<file path="src/rtl/riscv_muldiv_pkg.sv">
// Shared types and constants for the RV32M/RV64M multiply-divide unit.
package riscv_muldiv_pkg;

  localparam logic [6:0]  FUNCT7_MULDIV = 7'b0000001;
  localparam int unsigned MUL_CNT_W     = 2;

  typedef enum logic [2:0] {
    MD_MUL    = 3'b000,
    MD_MULH   = 3'b001,
    MD_MULHSU = 3'b010,
    MD_MULHU  = 3'b011,
    MD_DIV    = 3'b100,
    MD_DIVU   = 3'b101,
    MD_REM    = 3'b110,
    MD_REMU   = 3'b111
  } md_op_t;

  typedef enum logic [2:0] {
    ST_IDLE,
    ST_MUL,
    ST_DIV,
    ST_SIGN,
    ST_DONE
  } md_state_t;

  typedef struct packed {
    logic reg_we;
    logic mem_re;
    logic mem_we;
    logic branch;
    logic alu_src;
    logic muldiv;
  } ctrl_signals_t;

  function automatic logic is_muldiv(input logic [6:0] funct7);
    return funct7 == FUNCT7_MULDIV;
  endfunction

endpackage

</file>
<file path="src/rtl/riscv_muldiv_divider.sv">
// Iterative radix-2 restoring divider on unsigned magnitudes, one quotient bit per step.
module riscv_muldiv_divider #(
  parameter int unsigned XLEN = 32
) (
  input  logic            clk,
  input  logic            rst_n,
  input  logic            load_i,
  input  logic            step_i,
  input  logic [XLEN-1:0] dividend_i,
  input  logic [XLEN-1:0] divisor_i,
  output logic [XLEN-1:0] quotient_o,
  output logic [XLEN-1:0] remainder_o,
  output logic            last_o
);

  localparam int unsigned CNT_W = $clog2(XLEN);

  logic [XLEN-1:0]  quo_q, quo_d;
  logic [XLEN-1:0]  rem_q, rem_d;
  logic [XLEN-1:0]  dvs_q, dvs_d;
  logic [CNT_W-1:0] cnt_q, cnt_d;
  logic [XLEN:0]    shift_c;
  logic             ge_c;

  // Dividend bits shift out of the quotient register into the partial remainder.
  always_comb begin
    quo_d   = quo_q;
    rem_d   = rem_q;
    dvs_d   = dvs_q;
    cnt_d   = cnt_q;
    shift_c = {rem_q, quo_q[XLEN-1]};
    ge_c    = shift_c >= {1'b0, dvs_q};
    if (load_i) begin
      quo_d = dividend_i;
      rem_d = '0;
      dvs_d = divisor_i;
      cnt_d = CNT_W'(XLEN - 1);
    end else if (step_i) begin
      rem_d = ge_c ? XLEN'(shift_c - {1'b0, dvs_q}) : shift_c[XLEN-1:0];
      quo_d = {quo_q[XLEN-2:0], ge_c};
      cnt_d = cnt_q - CNT_W'(1);
    end
  end

  always_ff @(posedge clk or negedge rst_n) begin
    if (!rst_n) begin
      quo_q <= '0;
      rem_q <= '0;
      dvs_q <= '0;
      cnt_q <= '0;
    end else begin
      quo_q <= quo_d;
      rem_q <= rem_d;
      dvs_q <= dvs_d;
      cnt_q <= cnt_d;
    end
  end

  assign quotient_o  = quo_q;
  assign remainder_o = rem_q;
  assign last_o      = (cnt_q == '0);

endmodule

</file>
<file path="src/rtl/riscv_muldiv.sv">
// RV32M/RV64M multiply-divide unit: pipelined multiplier, iterative divider, control FSM.
module riscv_muldiv
  import riscv_muldiv_pkg::*;
#(
  parameter int unsigned XLEN       = 32,
  parameter int unsigned MUL_STAGES = 2
) (
  input  logic            clk,
  input  logic            rst_n,
  input  logic            start_i,
  input  logic [2:0]      funct3_i,
  input  logic [XLEN-1:0] op_a_i,
  input  logic [XLEN-1:0] op_b_i,
  input  logic            flush_i,
  output logic            busy_o,
  output logic            done_o,
  output logic [XLEN-1:0] result_o
);

  localparam int unsigned     PW      = 2 * XLEN;
  localparam logic [XLEN-1:0] MIN_NEG = {1'b1, {(XLEN - 1){1'b0}}};

  md_state_t            state_q, state_d;
  md_op_t               op_q;
  logic [XLEN-1:0]      op_a_q, op_b_q;
  logic                 neg_a_q, neg_b_q;
  logic [XLEN-1:0]      result_q, result_d;
  logic [MUL_CNT_W-1:0] mul_cnt_q, mul_cnt_d;
  logic                 busy_q, done_q;
  logic                 accept_c, div_load_c, div_step_c, div_last_c;
  logic [XLEN-1:0]      quo_c, rem_c;

  // Accept-time decode: operand magnitudes and the divide fast path.
  logic            div_signed_c, a_neg_c, b_neg_c, div_zero_c, div_ovf_c;
  logic [XLEN-1:0] abs_a_c, abs_b_c, fast_res_c;

  always_comb begin
    div_signed_c = ~funct3_i[0];
    a_neg_c      = div_signed_c & op_a_i[XLEN-1];
    b_neg_c      = div_signed_c & op_b_i[XLEN-1];
    abs_a_c      = a_neg_c ? -op_a_i : op_a_i;
    abs_b_c      = b_neg_c ? -op_b_i : op_b_i;
    div_zero_c   = (op_b_i == '0);
    div_ovf_c    = div_signed_c & (op_a_i == MIN_NEG) & (op_b_i == '1);
    if (div_zero_c) fast_res_c = funct3_i[1] ? op_a_i : '1;
    else            fast_res_c = funct3_i[1] ? '0 : MIN_NEG;
  end

  // Sign/zero-extend to 2*XLEN so the truncated product is exact for every variant.
  logic            a_sx_c, b_sx_c;
  logic [PW-1:0]   prod_c, mul_prod_c;
  logic [XLEN-1:0] mul_res_c;

  always_comb begin
    a_sx_c    = (op_q != MD_MULHU) & op_a_q[XLEN-1];
    b_sx_c    = ((op_q == MD_MUL) | (op_q == MD_MULH)) & op_b_q[XLEN-1];
    prod_c    = {{XLEN{a_sx_c}}, op_a_q} * {{XLEN{b_sx_c}}, op_b_q};
    mul_res_c = (op_q == MD_MUL) ? mul_prod_c[XLEN-1:0] : mul_prod_c[PW-1:XLEN];
  end

  if (MUL_STAGES > 1) begin : g_mul_pipe
    logic [PW-1:0] pipe_q [MUL_STAGES-1];
    always_ff @(posedge clk or negedge rst_n) begin
      if (!rst_n) begin
        for (int i = 0; i < int'(MUL_STAGES) - 1; i++) pipe_q[i] <= '0;
      end else begin
        pipe_q[0] <= prod_c;
        for (int i = 1; i < int'(MUL_STAGES) - 1; i++) pipe_q[i] <= pipe_q[i-1];
      end
    end
    assign mul_prod_c = pipe_q[MUL_STAGES-2];
  end else begin : g_mul_comb
    assign mul_prod_c = prod_c;
  end

  riscv_muldiv_divider #(.XLEN(XLEN)) u_divider (
    .clk        (clk),
    .rst_n      (rst_n),
    .load_i     (div_load_c),
    .step_i     (div_step_c),
    .dividend_i (abs_a_c),
    .divisor_i  (abs_b_c),
    .quotient_o (quo_c),
    .remainder_o(rem_c),
    .last_o     (div_last_c)
  );

  // Quotient negates on differing signs (DIV); remainder follows the dividend (REM).
  logic [XLEN-1:0] sign_res_c;
  always_comb begin
    if (!op_q[1]) sign_res_c = ((op_q == MD_DIV) && (neg_a_q ^ neg_b_q)) ? -quo_c : quo_c;
    else          sign_res_c = ((op_q == MD_REM) && neg_a_q) ? -rem_c : rem_c;
  end

  always_comb begin
    state_d    = state_q;
    result_d   = result_q;
    mul_cnt_d  = mul_cnt_q;
    accept_c   = 1'b0;
    div_load_c = 1'b0;
    div_step_c = 1'b0;
    unique case (state_q)
      ST_IDLE: begin
        if (start_i) begin
          accept_c = 1'b1;
          if (!funct3_i[2]) begin
            state_d   = ST_MUL;
            mul_cnt_d = MUL_CNT_W'(MUL_STAGES - 1);
          end else if (div_zero_c || div_ovf_c) begin
            state_d  = ST_DONE;
            result_d = fast_res_c;
          end else begin
            state_d    = ST_DIV;
            div_load_c = 1'b1;
          end
        end
      end
      ST_MUL: begin
        if (mul_cnt_q == '0) begin
          state_d  = ST_DONE;
          result_d = mul_res_c;
        end else begin
          mul_cnt_d = mul_cnt_q - MUL_CNT_W'(1);
        end
      end
      ST_DIV: begin
        div_step_c = 1'b1;
        if (div_last_c) state_d = ST_SIGN;
      end
      ST_SIGN: begin
        state_d  = ST_DONE;
        result_d = sign_res_c;
      end
      ST_DONE: state_d = ST_IDLE;
      default: state_d = ST_IDLE;
    endcase
    if (flush_i) begin
      state_d    = ST_IDLE;
      result_d   = result_q;
      accept_c   = 1'b0;
      div_load_c = 1'b0;
      div_step_c = 1'b0;
    end
  end

  always_ff @(posedge clk or negedge rst_n) begin
    if (!rst_n) begin
      state_q   <= ST_IDLE;
      result_q  <= '0;
      mul_cnt_q <= '0;
      busy_q    <= 1'b0;
      done_q    <= 1'b0;
      op_q      <= MD_MUL;
      op_a_q    <= '0;
      op_b_q    <= '0;
      neg_a_q   <= 1'b0;
      neg_b_q   <= 1'b0;
    end else begin
      state_q   <= state_d;
      result_q  <= result_d;
      mul_cnt_q <= mul_cnt_d;
      busy_q    <= (state_d != ST_IDLE);
      done_q    <= (state_d == ST_DONE);
      if (accept_c) begin
        op_q    <= md_op_t'(funct3_i);
        op_a_q  <= op_a_i;
        op_b_q  <= op_b_i;
        neg_a_q <= a_neg_c;
        neg_b_q <= b_neg_c;
      end
    end
  end

  assign busy_o   = busy_q;
  assign done_o   = done_q;
  assign result_o = result_q;

endmodule

</file>
<file path="config.mk">
export PLATFORM = sky130hd
export DESIGN_NAME = riscv_muldiv
export DESIGN_NICKNAME = d
export VERILOG_FILES = /design/src/rtl/riscv_muldiv_pkg.sv /design/src/rtl/riscv_muldiv_divider.sv /design/src/rtl/riscv_muldiv.sv
export SDC_FILE = /design/constraint.sdc
export NUM_CORES = 2
export LEC_CHECK = 0
export BUFFER_PORTS_ARGS = -buffer_cell sky130_fd_sc_hd__buf_2
export CORE_MARGIN = 4
export CORE_UTILIZATION = 50
export CTS_CLUSTER_SIZE = 24
export DETAILED_ROUTE_END_ITERATION = 10
export PLACE_DENSITY = 0.66
export SLEW_MARGIN = 20
export SYNTH_ARGS = -nofsm -noshare
export SYNTH_HDL_FRONTEND = slang
export SYNTH_HIERARCHICAL = 1
export SYNTH_SLANG_ARGS = --single-unit
export TNS_END_PERCENT = 50
</file>
<file path="constraint.sdc">
create_clock -name clk -period 7.55 [get_ports clk]
set_input_delay 0.755 -clock clk [delete_from_list [all_inputs] [get_ports clk]]
set_output_delay 0.755 -clock clk [all_outputs]
set_load 0.02 [all_outputs]
</file>
## Word level (Yosys, flattened, before mapping)

Index checks and enable logic that the tools add are counted.

| storage, ports and cells | value |
|---|---|
| register bits | 273 |
| input bits | 71 |
| latch bits | 0 |
| RAM bits | 0 |
| output and inout bits | 34 |
| bits in read-only memories | 0 |
| logic and storage cells | 106 |
| memories kept | 0 |

| operators by class | value |
|---|---|
| eq/ne operators | 16 |
| add/subtract/negate cells | 7 |
| reduce and logical (&&, ||, !) cells | 14 |
| bitwise operators | 10 |
| divide/modulo/power cells | 0 |
| mux-type cells | 42 |
| shift operators | 0 |
| $mul | 1 |
| order comparisons | 1 |

Operators with widths:

| cell | count |
|---|---|
| $mux W32 | 18 |
| $neg A32 Y32 | 4 |
| $pmux W32 S3 | 1 |
| $eq A32 B32 Y1 const B | 2 |
| $mul A33 B33 Y64 | 1 |
| $ge A33 B32 Y1 | 1 |
| $logic_not A32 Y1 | 1 |
| $sub A32 B32 Y32 | 1 |
| $mux W3 | 6 |
| $ne A2 B2 Y1 const B | 6 |
| $pmux W3 S4 | 1 |
| $mux W1 | 10 |
| $mux W5 | 2 |
| $eq A3 B3 Y1 const B | 3 |
| $and A1 B1 Y1 | 6 |
| $eq A3 B1 Y1 const B | 2 |
| $eq A3 B2 Y1 const B | 2 |
| $logic_not A3 Y1 | 2 |
| $mux W2 | 3 |
| $reduce_and A6 Y1 | 1 |
| $reduce_bool A3 Y1 | 2 |
| $logic_not A5 Y1 | 1 |
| $sub A5 B1 Y5 const B | 1 |
| $pmux W2 S2 | 1 |
| other kinds (10) | 13 |

## Longest topological paths before layout

| depth | value |
|---|---|
| word-level depth | 10 |
| gate-level depth with buffers | 31 |
| depth with buffers taken out | 28 |

## By module

Netlist, hierarchy kept.

Modules (own cells, without submodules):

| module | area an instance (µm²) | seq. area each (µm²) | times used | cells an instance |
|---|---|---|---|---|
| riscv_muldiv | 47355.4 | 4304.1 | 1 | 5167 |
| riscv_muldiv_divider | 6218.5 | 2527.4 | 1 | 718 |

## Worst setup path before layout

OpenSTA, ideal clock, no wires.

| path | value |
|---|---|
| path kind | register to register |
| start point | reg op_q[1] |
| end point | reg g_mul_pipe.pipe_q[60] (netlist name) |
| path slack | -410 ps |
| required time | 7418 ps |
| setup time | 132 ps |
| cell stages (with the launch flop) | 28 |
| clock period less this slack | 7960 ps |
| data arrival time | 7829 ps |
| path buffers | 3 |
| cell sequence | dfrtp_1 clkbuf_1 nand2_1 o21a_1 buf_1 nand2_1 inv_1 fa_1 fa_1 fa_1 inv_1 fa_1 fa_1 fa_1 fa_1 fa_1 inv_1 ha_1 clkbuf_1 a21o_1 a21o_1 a21oi_1 o221ai_1 a2111oi_0 a21oi_1 a2111oi_0 nor3_1 xor2_1 |

| on the way | value |
|---|---|
| word-level cells in the longest chain between the ends | 4 |
| elaborated cells between the ends (all ways) | 7 |
| classes of those cells | mul (1); eq/ne (2); bitwise (3); reduce/logical (1) |

Ends and longest elaborated chain:

| what | RTL line | source |
|---|---|---|
| start, declared | riscv_muldiv.sv:24 | `md_op_t op_q;` |
| start signal, assigned | riscv_muldiv.sv:165 | `op_q <= md_op_t'(funct3_i);` |
| $eq A3 B1 Y1 / $logic_not A3 Y1 (equally long branches) | riscv_muldiv.sv:56 | `b_sx_c = ((op_q == MD_MUL) \| (op_q == MD_MULH)) & op_b_q[XLEN-1];` |
| $or A1 B1 Y1 | riscv_muldiv.sv:56 |  |
| $and A1 B1 Y1 | riscv_muldiv.sv:56 |  |
| $mul A33 B33 Y64 (*) | riscv_muldiv.sv:57 | `prod_c = {{XLEN{a_sx_c}}, op_a_q} * {{XLEN{b_sx_c}}, op_b_q};` |
| via prod_c[60] | riscv_muldiv.sv:51 | `logic [PW-1:0] prod_c, mul_prod_c;` |
| end, declared | riscv_muldiv.sv:62 | `logic [PW-1:0] pipe_q [MUL_STAGES-1];` |

Mark *: on every way through the listed nets, which the timed path passes. The rest lies on a longest branch.
A chain may end at the register's enable or synchronous reset.

## Worst setup path in the final report

| path | value |
|---|---|
| start point | reg op_q[1] |
| end point | reg g_mul_pipe.pipe_q[63] (netlist name) |

The elaborated chain is that of the path after synthesis.

==> reports/results.md <==
| Step | Item | This run |
| --- | --- | --- |
| clock network | # clock sinks | 273 |
| status | Result of the run | finished, final reports clean |
| floorplan | Floorplan die area | 0.112 mm2 |
| clock network | Bufs on Longest Clock Path | 3 |
| sta | Transition time at the pin with the least slew margin | 1100 ps |
| cells and area | Most frequent cells in the layout | 1143 x sky130_fd_sc_hd__inv_1, 1101 x sky130_fd_sc_hd__fa_1, 967 x sky130_fd_sc_hd__nand2_1, 411 x sky130_fd_sc_hd__buf_4, 327 x sky130_fd_sc_hd__and2_1 |
| detailed routing | Total wirelength of the detailed-routed design | 163 mm |
| detailed routing | DRC violation total after the first TritonRoute iteration | 3154 |
| sta | Final-layout setup total negative slack | 0 ps |
| detailed routing | Via density per instance | 5.50 |
| cells and area | Most common cell after layout, fill and taps aside | sky130_fd_sc_hd__inv_1 |
| placed design | Count of input and output buffers | 104 |
| worst setup path | Arrival time of the worst setup path | 7970 ps |
| grt | Antenna violations before repair | 8 |
| clock network | Clock latency of the later-clocked register in the worst-skew pair | 590 ps |
| worst setup path | Reg2Reg Depth | 25 |
| logic synthesis | Post-synthesis net count | 7334 |
| detailed routing | Initial DRT Pass Iterations | 5 |
| worst setup path | Register-to-register path setup slack | 50 ps |
| sta | Setup repair after global routing missed its margin | true |
| cells and area | Count of placed standard cells in the final layout, fillers left out | 7594 |
| worst setup path | CP startpoint kind | flop |
| worst setup path | Worst Setup Path Type | flop to flop |
| detailed routing | DRT antenna net count | 0 |
| logic synthesis | Mean post-synth cell area | 9.10 um2 |
| detailed routing | Average wire per standard cell | 21.5 um |
| logic synthesis | #FFs+latches synth | 273 |
| placed design | Weighted congestion at the end of routability-driven global placement | 0.927 |
| worst setup path | Highest cell delay on the worst timing path | 640 ps |
| logic synthesis | Number of synthesis warnings | 6 |
| cells and area | P&R area growth vs syn | 13.5% |
| logic synthesis | Proportion of synthesized flip-flops having asynchronous set or reset | 1.00 |
| logic synthesis | Portion of the post-synthesis area used by sequential elements | 0.128 |
| logic synthesis | Top FF cell, synth | sky130_fd_sc_hd__dfrtp_1 |
| logic synthesis | Post-Synthesis Cells | 5885 |
| grt | Number of global-route vias before repair | 44100 |
| floorplan | Die Span X | 335 um |
| floorplan | Site Rows | 119 |
| grt | Wire length of the first global-routing pass | 255 mm |
| floorplan | Count of boundary I/O pins | 105 |
| sta | Finish-stage setup viols | 0 |
| floorplan | Initial Utilization | 0.506 |
| sta | Hold Vio Cnt, Final | 0 |
| worst setup path | Reg2Reg Launch Point | op_q[1]$_DFFE_PN0P_ |
| placed design | Post-DP HPWL | 135 mm |
| sta | Max Clock Skew | 13.7 ps |
| worst setup path | Worst setup path endpoint | g_mul_pipe.pipe_q[63]$_DFF_PN0_ |
| sta | Headroom to the max-slew limit | 0.267 |
| worst setup path | Required time of the critical path | 8010 ps |
| sta | Max Transition Viols Final | 0 |
| logic synthesis | Number of distinct library cells after synthesis | 89 |
| grt | Grt total ovfl | 0 |
| logic synthesis | Synthesized cell area | 0.0536 mm2 |
| min path | Min-delay worst type | input pin to async pin |
| detailed routing | Vias post-DR | 41700 |
| worst setup path | Category of the worst setup path capture point | flop |
| worst setup path | Standard cell with the maximum stage delay on the critical path | sky130_fd_sc_hd__fa_2 |
| clock network | Library cell used as clock root buffer | sky130_fd_sc_hd__clkbuf_16 |
| floorplan | Die Height | 335 um |
| clock network | Clock edge transition at the registers on the reported setup and hold paths | 60 ps |
| grt | Largest net degree at the start of global routing | 97 |
| worst setup path | Worst flop-to-flop path endpoint | g_mul_pipe.pipe_q[63]$_DFF_PN0_ |
| clock network | Clock tree from TritonCTS | built |
| sta | Crit share post-route | 0.994 |
| logic synthesis | Number of enable flip-flop cells after synthesis | 0 |
| sta | Maximum clock rate | 0.133 GHz |
| worst setup path | Critical path launch point | op_q[1]$_DFFE_PN0P_ |
| grt | Total Routing Usage GR | 0.292 |
| worst setup path | Most used cell along the critical path | sky130_fd_sc_hd__fa_1 |
| detailed routing | Number of remaining DRC errors | 0 |
| cells and area | Fraction of final layout cells with drive strength greater than 1 | 0.143 |
| worst setup path | Maximum fanout count along the critical path | 14 |
| placed design | Number of instances in the placed design | 7506 |
| clock network | Number of H-tree levels | 1 |
| floorplan | Floorplan core area | 0.106 mm2 |
| cells and area | Number of fill cells | 9216 |
| run | Max Cap Viol | 0 |
| cells and area | Final nets | 7619 |
| sta | Shortest clock period the worst path allows after layout | 7500 ps |
| clock network | CTS buffer count | 31 |
## kinds of logic (layout without fill, tap and decap cells)
| family | Yosys count | after routing | share of synthesized area |
|---|---|---|---|
| AND/OR/NAND/NOR | 1743 | 1743 | 0.151 |
| buffers and inverters | 1497 | 1806 | 0.105 |
| adder cells (fa/ha/maj) | 1378 | 1378 | 0.480 |
| AO/OA/AOI/OAI | 647 | 647 | 0.0750 |
| flip-flops | 273 | 273 | 0.128 |
| XOR/XNOR | 218 | 218 | 0.0356 |
| multiplexers | 129 | 129 | 0.0257 |
| other | 0 | 9 | 0 |
## cell usage after synthesis, types with 59 or more instances
| master | instances | area, um2 |
|---|---|---|
| sky130_fd_sc_hd__clkbuf_1 | 308 | 1160 |
| sky130_fd_sc_hd__dfrtp_1 | 273 | 6830 |
| sky130_fd_sc_hd__and2_1 | 330 | 2060 |
| sky130_fd_sc_hd__xnor2_1 | 139 | 1220 |
| sky130_fd_sc_hd__mux2_2 | 70 | 788 |
| sky130_fd_sc_hd__fa_1 | 1126 | 22500 |
| sky130_fd_sc_hd__ha_1 | 252 | 3150 |
| sky130_fd_sc_hd__inv_1 | 1159 | 4350 |
| sky130_fd_sc_hd__mux2i_1 | 59 | 591 |
| sky130_fd_sc_hd__o21ai_0 | 158 | 791 |
| sky130_fd_sc_hd__a21oi_1 | 178 | 891 |
| sky130_fd_sc_hd__nor2_1 | 169 | 634 |
| sky130_fd_sc_hd__nand2_1 | 972 | 3650 |
| sky130_fd_sc_hd__xor2_1 | 79 | 692 |
## worst min-delay path by stage
stage | startpoint | to | slack [ps]
floorplan | mul_cnt_q[1]$_DFFE_PN0P_ | mul_cnt_q[1]$_DFFE_PN0P_ | 450
global placement | mul_cnt_q[1]$_DFFE_PN0P_ | mul_cnt_q[1]$_DFFE_PN0P_ | 460
detailed placement | result_o[23]$_DFFE_PN0P_ | result_o[23]$_DFFE_PN0P_ | 470
CTS | rst_n | u_divider/dvs_q[28]$_DFFE_PN0P_ | 150
global route | rst_n | u_divider/cnt_q[2]$_DFFE_PN0P_ | 160
finish | rst_n | u_divider/cnt_q[2]$_DFFE_PN0P_ | 140
## layout make-up
cell class,instances,area [um2],area share
clock inverter,13,161,0.00265
timing repair inverter,1,7.51,0.000123
inverter,1160,4370,0.0719
multi-input combinational,4115,41800,0.687
timing repair buffer,588,4990,0.0821
clock buffer,44,895,0.0147
antenna,9,22.5,0.000370
sequential,273,6850,0.113
tap,1391,1740,0.0286
## timing repair
action                     4_1_cts  5_1_grt
pin swaps                       13       67
resized for setup               46      105
hold endpoints to repair         0        0
setup endpoints to repair       20       35
buffers inserted                 8       11
cloned                           1        2
hold buffers                     0        0
## critical path, delay by kind of cell, from the launching register on
family,cells,cell delay (ps)
AO/OA/AOI/OAI,6,1350
XOR/XNOR,1,100
adder cells (fa/ha/maj),9,4400
buffers and inverters,4,500
flip-flops,1,350
AND/OR/NAND/NOR,5,660
## metrics by stage
| stage | setup WS [ps] | hold WS, ps | util | area, um2 |
|---|---|---|---|---|
| 2_1_floorplan | -119 | 448 | - | 53700 |
| 3_3_place_gp | -200 | 461 | 0.556 | 58900 |
| 3_5_place_dp | -350 | 471 | 0.556 | 58900 |
| 4_1_cts | -86.4 | 151 | 0.568 | 60200 |
| 5_1_grt | -155 | 159 | 0.574 | 60800 |
| 6_report | 48.4 | 137 | 0.574 | 60800 |
## metal layers
metal	up-vias	routed length, um	track usage
li1	18400	-	-
met1	21500	66700	0.398
met2	1564	77300	0.487
met3	314	12500	0.0391
met4	2	6430	0.0958
met5	-	11	0
## state kept, by name (all words and copies together), names as in the netlist
name,cells
busy_o,1
op_b_q,32
state_q,3
u_divider/remainder_o,32
g_mul_pipe.pipe_q,64
neg_a_q,1
u_divider/dvs_q,32
u_divider/cnt_q,5
op_q,3
result_o,32
neg_b_q,1
done_o,1
u_divider/quotient_o,32
mul_cnt_q,2
op_a_q,32
Power is left out: the tool's default activity adds up to more than one toggle a clock period on the data nets, which glitch-free logic cannot reach.
